<file path="src/rtl/execute_br_dest_pipe_pkg.sv">
// execute_br_dest_pipe_pkg
//   Shared definitions for the execute-stage branch-destination pipe:
//   default register width, branch-destination op encodings and the
//   buffer state encoding.
package execute_br_dest_pipe_pkg;

    localparam int REGSZ = 32;

    // Branch-destination op field (3 bits; 5-7 are illegal).
    typedef enum logic [2:0] {
        EXOP_BR_DEST_NONE    = 3'd0,
        EXOP_BR_DEST_A       = 3'd1,
        EXOP_BR_DEST_C       = 3'd2,
        EXOP_BR_DEST_PC_A_AA = 3'd3,
        EXOP_BR_DEST_PC_C_AA = 3'd4
    } br_dest_op_e;

    // Occupancy of the MAIN + SKID output buffer.
    typedef enum logic [1:0] {
        ST_EMPTY = 2'd0,
        ST_ONE   = 2'd1,
        ST_TWO   = 2'd2
    } pipe_state_e;

endpackage

</file>
<file path="src/rtl/execute_br_dest_pipe_br_dest_calc.sv">
// br_dest_calc
//   Combinational branch-target / link-address computation.
//   Ports:
//     i_op, i_aa, i_lk        : op code, absolute-address bit, link request
//     i_op_a, i_op_c, i_pc    : operand A, operand C, branch PC
//     o_dest                  : aligned target (low ALIGN_BITS always 0)
//     o_link_valid, o_link_addr : link flag and pc + INST_BYTES
//     o_bad_op                : op code is illegal
module br_dest_calc
    import execute_br_dest_pipe_pkg::*;
#(
    parameter int WIDTH      = REGSZ,
    parameter int ALIGN_BITS = 2,
    parameter int INST_BYTES = 4
) (
    input  logic [2:0]       i_op,
    input  logic             i_aa,
    input  logic             i_lk,
    input  logic [WIDTH-1:0] i_op_a,
    input  logic [WIDTH-1:0] i_op_c,
    input  logic [WIDTH-1:0] i_pc,
    output logic [WIDTH-1:0] o_dest,
    output logic             o_link_valid,
    output logic [WIDTH-1:0] o_link_addr,
    output logic             o_bad_op
);

    localparam logic [WIDTH-1:0] ALIGN_MASK = ~((WIDTH'(1) << ALIGN_BITS) - WIDTH'(1));
    localparam logic [WIDTH-1:0] LINK_INC   = WIDTH'(INST_BYTES);

    logic [WIDTH-1:0] w_a_m;
    logic [WIDTH-1:0] w_c_m;
    logic [WIDTH-1:0] w_pc_m;

    assign w_a_m  = i_op_a & ALIGN_MASK;
    assign w_c_m  = i_op_c & ALIGN_MASK;
    assign w_pc_m = i_pc   & ALIGN_MASK;

    // Adding two masked values keeps the low bits zero, so a full-width add
    // wraps exactly like a sum over the upper bits alone.
    always_comb begin
        o_dest   = '0;
        o_bad_op = 1'b0;
        case (i_op)
            EXOP_BR_DEST_NONE:    o_dest = '0;
            EXOP_BR_DEST_A:       o_dest = w_a_m;
            EXOP_BR_DEST_C:       o_dest = w_c_m;
            EXOP_BR_DEST_PC_A_AA: o_dest = i_aa ? w_a_m : w_a_m + w_pc_m;
            EXOP_BR_DEST_PC_C_AA: o_dest = i_aa ? w_c_m : w_c_m + w_pc_m;
            default:              o_bad_op = 1'b1;
        endcase
    end

    assign o_link_valid = i_lk && !o_bad_op;
    assign o_link_addr  = o_link_valid ? i_pc + LINK_INC : '0;

endmodule

</file>
<file path="src/rtl/execute_br_dest_pipe.sv">
// execute_br_dest_pipe
//   Registered branch-destination unit with a two-entry (MAIN + SKID)
//   output buffer so the redirect path is retimed and back-pressurable.
//   Ports:
//     clk, reset                 : clock, async active-high reset
//     in_valid / in_ready        : request handshake (in_ready is registered)
//     brdest_op, inst_aa, inst_lk, op_a, op_c, pc : request fields
//     flush                      : drop all held and same-cycle results
//     out_valid / out_ready      : result handshake
//     br_dest, link_valid, link_addr, bad_op : result fields (from MAIN)
//     err_sticky                 : an illegal op was accepted since reset
//
//   state    | meaning
//   ---------+-----------------------------------------------
//   ST_EMPTY | nothing held, outputs invalid
//   ST_ONE   | MAIN holds a result, SKID free
//   ST_TWO   | MAIN and SKID hold results, input stalled
module execute_br_dest_pipe
    import execute_br_dest_pipe_pkg::*;
#(
    parameter int WIDTH      = REGSZ,
    parameter int ALIGN_BITS = 2,
    parameter int INST_BYTES = 4
) (
    input  logic             clk,
    input  logic             reset,
    input  logic             in_valid,
    output logic             in_ready,
    input  logic [2:0]       brdest_op,
    input  logic             inst_aa,
    input  logic             inst_lk,
    input  logic [WIDTH-1:0] op_a,
    input  logic [WIDTH-1:0] op_c,
    input  logic [WIDTH-1:0] pc,
    input  logic             flush,
    output logic             out_valid,
    input  logic             out_ready,
    output logic [WIDTH-1:0] br_dest,
    output logic             link_valid,
    output logic [WIDTH-1:0] link_addr,
    output logic             bad_op,
    output logic             err_sticky
);

    pipe_state_e r_state;
    pipe_state_e w_state_next;

    logic             r_in_ready;
    logic             r_err_sticky;

    logic [WIDTH-1:0] r_main_dest;
    logic             r_main_lv;
    logic [WIDTH-1:0] r_main_la;
    logic             r_main_bad;

    logic [WIDTH-1:0] r_skid_dest;
    logic             r_skid_lv;
    logic [WIDTH-1:0] r_skid_la;
    logic             r_skid_bad;

    logic [WIDTH-1:0] w_calc_dest;
    logic             w_calc_lv;
    logic [WIDTH-1:0] w_calc_la;
    logic             w_calc_bad;

    logic             w_fire_in;
    logic             w_fire_out;
    logic             w_accept;
    logic             w_load_main_new;
    logic             w_load_main_skid;
    logic             w_load_skid;

    br_dest_calc #(
        .WIDTH      (WIDTH),
        .ALIGN_BITS (ALIGN_BITS),
        .INST_BYTES (INST_BYTES)
    ) u_calc (
        .i_op         (brdest_op),
        .i_aa         (inst_aa),
        .i_lk         (inst_lk),
        .i_op_a       (op_a),
        .i_op_c       (op_c),
        .i_pc         (pc),
        .o_dest       (w_calc_dest),
        .o_link_valid (w_calc_lv),
        .o_link_addr  (w_calc_la),
        .o_bad_op     (w_calc_bad)
    );

    assign out_valid  = (r_state != ST_EMPTY);
    assign in_ready   = r_in_ready;
    assign w_fire_in  = in_valid && r_in_ready;
    assign w_fire_out = out_valid && out_ready;
    // A request that coincides with flush is discarded entirely.
    assign w_accept   = w_fire_in && !flush;

    always_comb begin
        w_state_next     = r_state;
        w_load_main_new  = 1'b0;
        w_load_main_skid = 1'b0;
        w_load_skid      = 1'b0;
        if (flush) begin
            w_state_next = ST_EMPTY;
        end else begin
            case (r_state)
                ST_EMPTY: begin
                    if (w_fire_in) begin
                        w_state_next    = ST_ONE;
                        w_load_main_new = 1'b1;
                    end
                end
                ST_ONE: begin
                    if (w_fire_in && w_fire_out) begin
                        w_load_main_new = 1'b1;
                    end else if (w_fire_in) begin
                        w_state_next = ST_TWO;
                        w_load_skid  = 1'b1;
                    end else if (w_fire_out) begin
                        w_state_next = ST_EMPTY;
                    end
                end
                ST_TWO: begin
                    if (w_fire_out) begin
                        w_state_next     = ST_ONE;
                        w_load_main_skid = 1'b1;
                    end
                end
                default: w_state_next = ST_EMPTY;
            endcase
        end
    end

    always_ff @(posedge clk or posedge reset) begin
        if (reset) begin
            r_state      <= ST_EMPTY;
            r_in_ready   <= 1'b1;
            r_err_sticky <= 1'b0;
        end else begin
            r_state    <= w_state_next;
            // in_ready mirrors "SKID not full" for the coming cycle.
            r_in_ready <= (w_state_next != ST_TWO);
            if (w_accept && w_calc_bad) begin
                r_err_sticky <= 1'b1;
            end
        end
    end

    always_ff @(posedge clk or posedge reset) begin
        if (reset) begin
            r_main_dest <= '0;
            r_main_lv   <= 1'b0;
            r_main_la   <= '0;
            r_main_bad  <= 1'b0;
            r_skid_dest <= '0;
            r_skid_lv   <= 1'b0;
            r_skid_la   <= '0;
            r_skid_bad  <= 1'b0;
        end else begin
            if (w_load_main_new) begin
                r_main_dest <= w_calc_dest;
                r_main_lv   <= w_calc_lv;
                r_main_la   <= w_calc_la;
                r_main_bad  <= w_calc_bad;
            end else if (w_load_main_skid) begin
                r_main_dest <= r_skid_dest;
                r_main_lv   <= r_skid_lv;
                r_main_la   <= r_skid_la;
                r_main_bad  <= r_skid_bad;
            end
            if (w_load_skid) begin
                r_skid_dest <= w_calc_dest;
                r_skid_lv   <= w_calc_lv;
                r_skid_la   <= w_calc_la;
                r_skid_bad  <= w_calc_bad;
            end
        end
    end

`ifdef SIM
    always_ff @(posedge clk) begin
        if (!reset && w_accept && w_calc_bad) begin
            $fatal(1, "execute_br_dest_pipe: illegal brdest_op %0d accepted", brdest_op);
        end
    end
`endif

    assign br_dest    = r_main_dest;
    assign link_valid = r_main_lv;
    assign link_addr  = r_main_la;
    assign bad_op     = r_main_bad;
    assign err_sticky = r_err_sticky;

endmodule

</file>
<file path="config.mk">
export PLATFORM = sky130hd
export DESIGN_NAME = execute_br_dest_pipe
export DESIGN_NICKNAME = d
export VERILOG_FILES = /design/src/rtl/execute_br_dest_pipe_pkg.sv /design/src/rtl/execute_br_dest_pipe_br_dest_calc.sv /design/src/rtl/execute_br_dest_pipe.sv
export SDC_FILE = /design/constraint.sdc
export NUM_CORES = 1
export LEC_CHECK = 0
export BUFFER_PORTS_ARGS = -buffer_cell sky130_fd_sc_hd__buf_2
export CAP_MARGIN = 15
export CORE_MARGIN = 4
export CORE_UTILIZATION = 30
export DETAILED_ROUTE_END_ITERATION = 8
export PLACE_DENSITY = 0.47
export SLEW_MARGIN = 25
export SYNTH_ARGS = -nofsm -noshare
export SYNTH_HDL_FRONTEND = slang
export SYNTH_HIERARCHICAL = 1
export SYNTH_SLANG_ARGS = --single-unit
</file>
<file path="constraint.sdc">
create_clock -name clk -period 11.2 [get_ports clk]
set_input_delay 1.12 -clock clk [delete_from_list [all_inputs] [get_ports clk]]
set_output_delay 1.12 -clock clk [all_outputs]
set_load 0.005 [all_outputs]
</file>
* Yosys cells after proc, flatten, opt, wreduce, memory -nomap -nowiden
Cells that the tools add are included.
** Storage, ports and cells
- Bits in registers :: 136
- Latch bits :: 0
- RAM bits :: 0
- Bits in read-only memories :: 0
- Input port bits :: 106
- Logic and storage cells :: 63
- Memories kept :: 0
** Cells by class
- Add/sub/neg operators :: 3
- Multipliers :: 0
- Divide/modulo/power cells :: 0
- Order comparisons :: 0
- Eq/ne operators :: 7
- Shift operators :: 0
- Mux-type cells :: 30
- Bitwise logic cells :: 0
- Reductions and logical operators :: 12
** Operator list (number)
- 32-bit 2-to-1 mux :: 7
- 32-bit one-hot mux with 4 select lines :: 1
- 32-bit adder :: 2
- 32-bit by 3-bit adder with 32-bit output, second input constant :: 1
- 1-bit 2-to-1 mux :: 14
- 2-bit 2-to-1 mux :: 6
- 3-bit by 2-bit equality test with 1-bit output, second input constant :: 2
- 1-bit logical AND :: 6
- 2-bit one-hot mux with 3 select lines :: 1
- 5-bit OR reduction :: 1
- 2-bit nonzero test :: 2
- 3-bit by 1-bit equality test with 1-bit output, second input constant :: 1
- 3-bit equality test, second input constant :: 1
- 3-bit logical NOT :: 1
- 2-bit by 1-bit equality test with 1-bit output, second input constant :: 1
- 2-bit equality test, second input constant :: 1
- 2-bit logical NOT :: 1
- 2-bit != test, second input constant :: 1
- 1-bit one-hot mux with 2 select lines :: 1
- 1-bit logical NOT :: 1

* Longest topological paths before layout
- Depth after elaboration :: 8
- Depth in mapped cells :: 14
- Gate-level depth less buffers :: 14

* By module
The synthesis kept the hierarchy.
** Modules (own cells, without submodules)
- execute_br_dest_pipe :: times used 1, cells an instance 384, area an instance 5620.4 sq um
- br_dest_calc :: times used 1, cells an instance 775, area an instance 4951.0 sq um

* Worst setup path after synthesis
OpenSTA, ideal clock, no wires.
- Path kind :: input-to-reg
- Start :: input port op_a[2]
- End :: register r_main_dest[28] (netlist: br_dest[28])
- Library setup time :: 0.126 ns
- Arrival time :: 3.715 ns
- Data required time :: 11.074 ns
- Path slack :: 7.359 ns
- Stages on the path :: 14
- Path buffers :: 0
- Cell sequence :: ha_1 > inv_1 > fa_1 > and2b_1 > o21a_1 > o21ai_1 > a211o_1 > o21ai_1 > a311oi_1 > o41ai_1 > a21oi_1 > xor2_1 > o221ai_1 > a221o_1
** Between the ends
- Cells in the longest elaborated chain, start to end :: 4
** Ends and longest elaborated chain
- start: declaration :: line execute_br_dest_pipe.sv:32 : input logic [WIDTH-1:0] op_a,
- 32-bit adder :: line execute_br_dest_pipe_br_dest_calc.sv:48 : EXOP_BR_DEST_PC_A_AA: o_dest = i_aa ? w_a_m : w_a_m + w_pc_m;
- 32-bit 2-to-1 mux :: line execute_br_dest_pipe_br_dest_calc.sv:48
- 32-bit one-hot mux with 4 select lines :: line execute_br_dest_pipe_br_dest_calc.sv:44 : case (i_op)
- net w_calc_dest[28] :: line execute_br_dest_pipe.sv:61 : logic [WIDTH-1:0] w_calc_dest;
- 32-bit 2-to-1 mux :: line execute_br_dest_pipe.sv:159 : if (w_load_main_new) begin
- end signal: assignment :: line execute_br_dest_pipe.sv:160 : r_main_dest <= w_calc_dest;
- end signal: assignment :: line execute_br_dest_pipe.sv:165 : r_main_dest <= r_skid_dest;
- end: declaration :: line execute_br_dest_pipe.sv:51 : logic [WIDTH-1:0] r_main_dest;
The timed path passes the listed nets, and every way through them passes these cells.
A chain may end at the register's enable or synchronous reset.

* Worst setup path in the final report
- Start :: input port pc[2]
- End :: register r_main_dest[28] (netlist: br_dest[28])
** Between the ends
- Cells in the longest elaborated chain, start to end :: 4
** Ends and longest elaborated chain
- start: declaration :: line execute_br_dest_pipe.sv:34 : input logic [WIDTH-1:0] pc,
- 32-bit adder (on tied branches) :: line execute_br_dest_pipe_br_dest_calc.sv:49, execute_br_dest_pipe_br_dest_calc.sv:48
- 32-bit 2-to-1 mux (on tied branches) :: line execute_br_dest_pipe_br_dest_calc.sv:49, execute_br_dest_pipe_br_dest_calc.sv:48
- 32-bit one-hot mux with 4 select lines * :: line execute_br_dest_pipe_br_dest_calc.sv:44
- net w_calc_dest[28] :: line execute_br_dest_pipe.sv:61
- 32-bit 2-to-1 mux * :: line execute_br_dest_pipe.sv:159
Mark *: on every way through the listed nets, which the timed path passes. The rest lies on a longest branch.

==> impl_metrics.toml <==
[synth]
ys.flop_type = "dfrtp_1"
synth-xor-area-share_pct = 5.80
synth-edff-count = 0
synth_top_family_by_area = "compound AO/OA/AOI/OAI gates"
synth_compound_area_share_pct = 24.3
synth_area_per_cell_um2 = 9.12
synth-adder-area-share_pct = 7.36
ys_seq_elements = 136
synth_warnings = 6
synthMuxAreaShare_pct = 9.11
synth-simple-area-share_pct = 16.8
async_flop_share_pct = 100
ys_types = 78
synthCells = 1159
seq_area_frac_synth_pct = 32.2
syn_area_um2 = 10600

[finish]
mostFrequentLayoutCells = "170 x buf_2, 135 x dfrtp_1, 90 x nor2_1, 87 x nand2_1, 67 x a21oi_1"
regArea_um2 = 3400
fin_nets = 1457
syn_to_final_growth_pct = 17.2
drive_gt1_share_pct = 22.7
fin_cells = 1759
final_common_cell = "buf_2"
multi_input_area_um2 = 6730
fillCellCount = 3548

[sta]
postLayoutSetupSlackWorst_ns = 6.75
hold-worst-slack_ns = 0.469
tns_ns = 0
period_needed_ns = 4.45
setup_violations = 0
relSlewSlack_pct = 34.6
finalClockSkew_ns = 0.00825
timing_hold_violations_final = 0
tightest_slew_ns = 0.981
period_share_pct = 39.7
rsz0062_at_grt = "false"
fmax_mhz = 225
finalMaxSlewViolations = 0

[worst_setup_path]
r2r_slack_ns = 8.56
cp-endpoint = "br_dest[28]"
reg2regPathDepth = 4
crit_type = "in -> reg"
startpoint_type = "input port"
critPathLaunch = "pc[2]"
cp_top_family = "compound AO/OA/AOI/OAI gates"
critPathBufInv = 2
regToRegStartpoint = "r_state[0]"
r2r_end = "br_dest[22]"
path_cells = "buf_2 -> ha_1 -> inv_1 -> fa_1 -> and2b_1 -> o21a_1 -> o21ai_1 -> a211o_1 -> o21ai_1 -> a311oi_1 -> o41ai_1 -> a21oi_1 -> xor2_1 -> o221ai_1 -> a221o_1"
crit_cells = 15
cp.arrival_ns = 4.75
required_ns = 11.50
cpPeakStageDelay_ns = 0.47
critical-path-slowest-cell = "o41ai_1"
path_max_fanout = 6
critical_path.most_common_cell = "o21ai_1"
worstSetupEndpointType = "flip-flop"

[status]
status = "completed"

[routing]
drt_iter0_drc = 686
detail_route.wl_per_cell_um = 21.4
ant_nets = 0
vias_per_cell = 5.46
dr.pass1.iters = 6
num_vias = 9612
drc = 0
routed_wirelength_mm = 37.6

[pwr]
switching_share_pct = 30.7
p_seq_share_pct = 35.6
leakagePower_nw = 5.81
pwr_density_cell_nw_per_um2 = 139
combPwrFrac_pct = 27.1
internal-power_w = 0.00119
pwr-share-clk_pct = 37.2
p_sw_w = 0.000527
peakVddDrop_v = 0.000113

[global_route]
antenna_found_initial = 4
grt_max_degree = 76
grt_pass1_vias = 9490
grt.total_usage_pct = 19.3
grt_pass1_wl_mm = 57.7
gr-total-overflow = 0

[floorplan]
core_area_um2 = 34600
dieArea_um2 = 38300
dieWidth_um = 196
initial_core_util_pct = 30.5
num_rows = 68
io_pins = 175
die_h_um = 196

[clock_network]
cts_buffers = 17
cts_resized = 0
htree_levels = 4
path_clk_slew_ns = 0.06
ctsHoldBuffers = 0
cts_setup_buffers = 0
cts.sinks = 136
cts_tree = "built"
clkLatencyLatePin_ns = 0.42
clock-root-buffer = "clkbuf_16"
cts_max_path_buffers = 2

[place]
preCtsSetupSlack_ns = 6.41
place_congestion = 0.895
placed_cells = 1726
dp.final_hpwl_mm = 27.2
portBuffers = 170

[min_path]
hold_path.class = "reg -> reg"

[run]
maxCapViolations = 0
==> power by group through the flow <==
stage / combinational (W) / sequential (W) / clock [W]
6_report: 0.000466 / 0.000612 / 0.000639
5_1_grt: 0.000514 / 0.000623 / 0.000675
4_1_cts: 0.000469 / 0.000612 / 0.000654
3_5_place_dp: 0.000467 / 0.000620 / 0
3_3_place_gp: 0.000464 / 0.000619 / 0
2_1_floorplan: 0.000307 / 0.000614 / 0
==> how the worst min path moves through the flow <==
stage                from    endpoint  slack [ns]  cells past startpoint
3_5_place_dp   err_sticky  err_sticky        0.46                      1
5_1_grt        err_sticky  err_sticky        0.50                      1
3_3_place_gp   err_sticky  err_sticky        0.46                      1
2_1_floorplan  err_sticky  err_sticky        0.46                      1
6_report       err_sticky  err_sticky        0.47                      1
4_1_cts        err_sticky  err_sticky        0.47                      1
==> synth_stat cells, types with 12 or more instances <==
master	count	area, um^2
a21o_1	30	225
a21oi_1	67	335
a221o_1	62	621
a22oi_1	22	165
a31oi_1	14	87.6
and2_1	67	419
buf_2	17	85.1
clkbuf_1	36	135
dfrtp_1	135	3380
ha_1	59	738
inv_1	27	101
mux2_2	50	563
mux2_4	18	270
mux2i_1	13	130
nand2_1	87	327
nand3_1	32	160
nand4_1	12	75.1
nor2_1	90	338
o21ai_0	38	190
o21ai_1	19	95.1
o22ai_1	20	125
xnor2_1	35	307
xor2_1	35	307
==> cell type report <==
cell class,instances,share of cell area (%)
antenna,2,0.0404
timing repair buffer,179,7.41
clock buffer,20,3.69
inverter,29,0.919
tap,455,4.59
multi-input combinational,927,54.3
sequential,136,27.5
clock inverter,11,1.57
==> registers in the layout, summed over array words and instances, names as in the netlist <==
| name | flops |
|---|---|
| r_skid_dest | 32 |
| r_state | 2 |
| link_valid | 1 |
| bad_op | 1 |
| in_ready | 1 |
| r_skid_lv | 1 |
| br_dest | 32 |
| err_sticky | 1 |
| r_skid_la | 32 |
| link_addr | 32 |
| r_skid_bad | 1 |
==> worst reg2reg max path, stage by stage (launching register included) <==
cell and delay [ns]:
dfrtp_1 0.45, and4bb_4 0.97, a21oi_4 0.29, buf_4 0.43, a221o_1 0.39
==> through the flow <==
stage	power [W]	area, um^2	utilization, %
2_1_floorplan	0.000921	10600	-
3_3_place_gp	0.00108	11700	33.9
3_5_place_dp	0.00109	11700	33.9
4_1_cts	0.00174	12400	35.8
5_1_grt	0.00181	12400	35.8
6_report	0.00172	12400	35.8
==> layer usage <==
layer / track usage, % / up-vias / share of wire, %
met4: 4.73 / 4 / 1.9
met1: 26.7 / 4667 / 46
met3: 3.76 / 40 / 5.7
met2: 31.2 / 304 / 46
li1: - / 4597 / -
met5: 0 / - / 0.069
==> cells by family after synthesis <==
group           count (synthesis)
buf+inv                        97
xor+xnor                       70
fa+ha+maj                      61
other cells                     1
compound gates                358
flops                         136
mux                            81
simple gates                  355
Power figures use the tool's default switching activity.
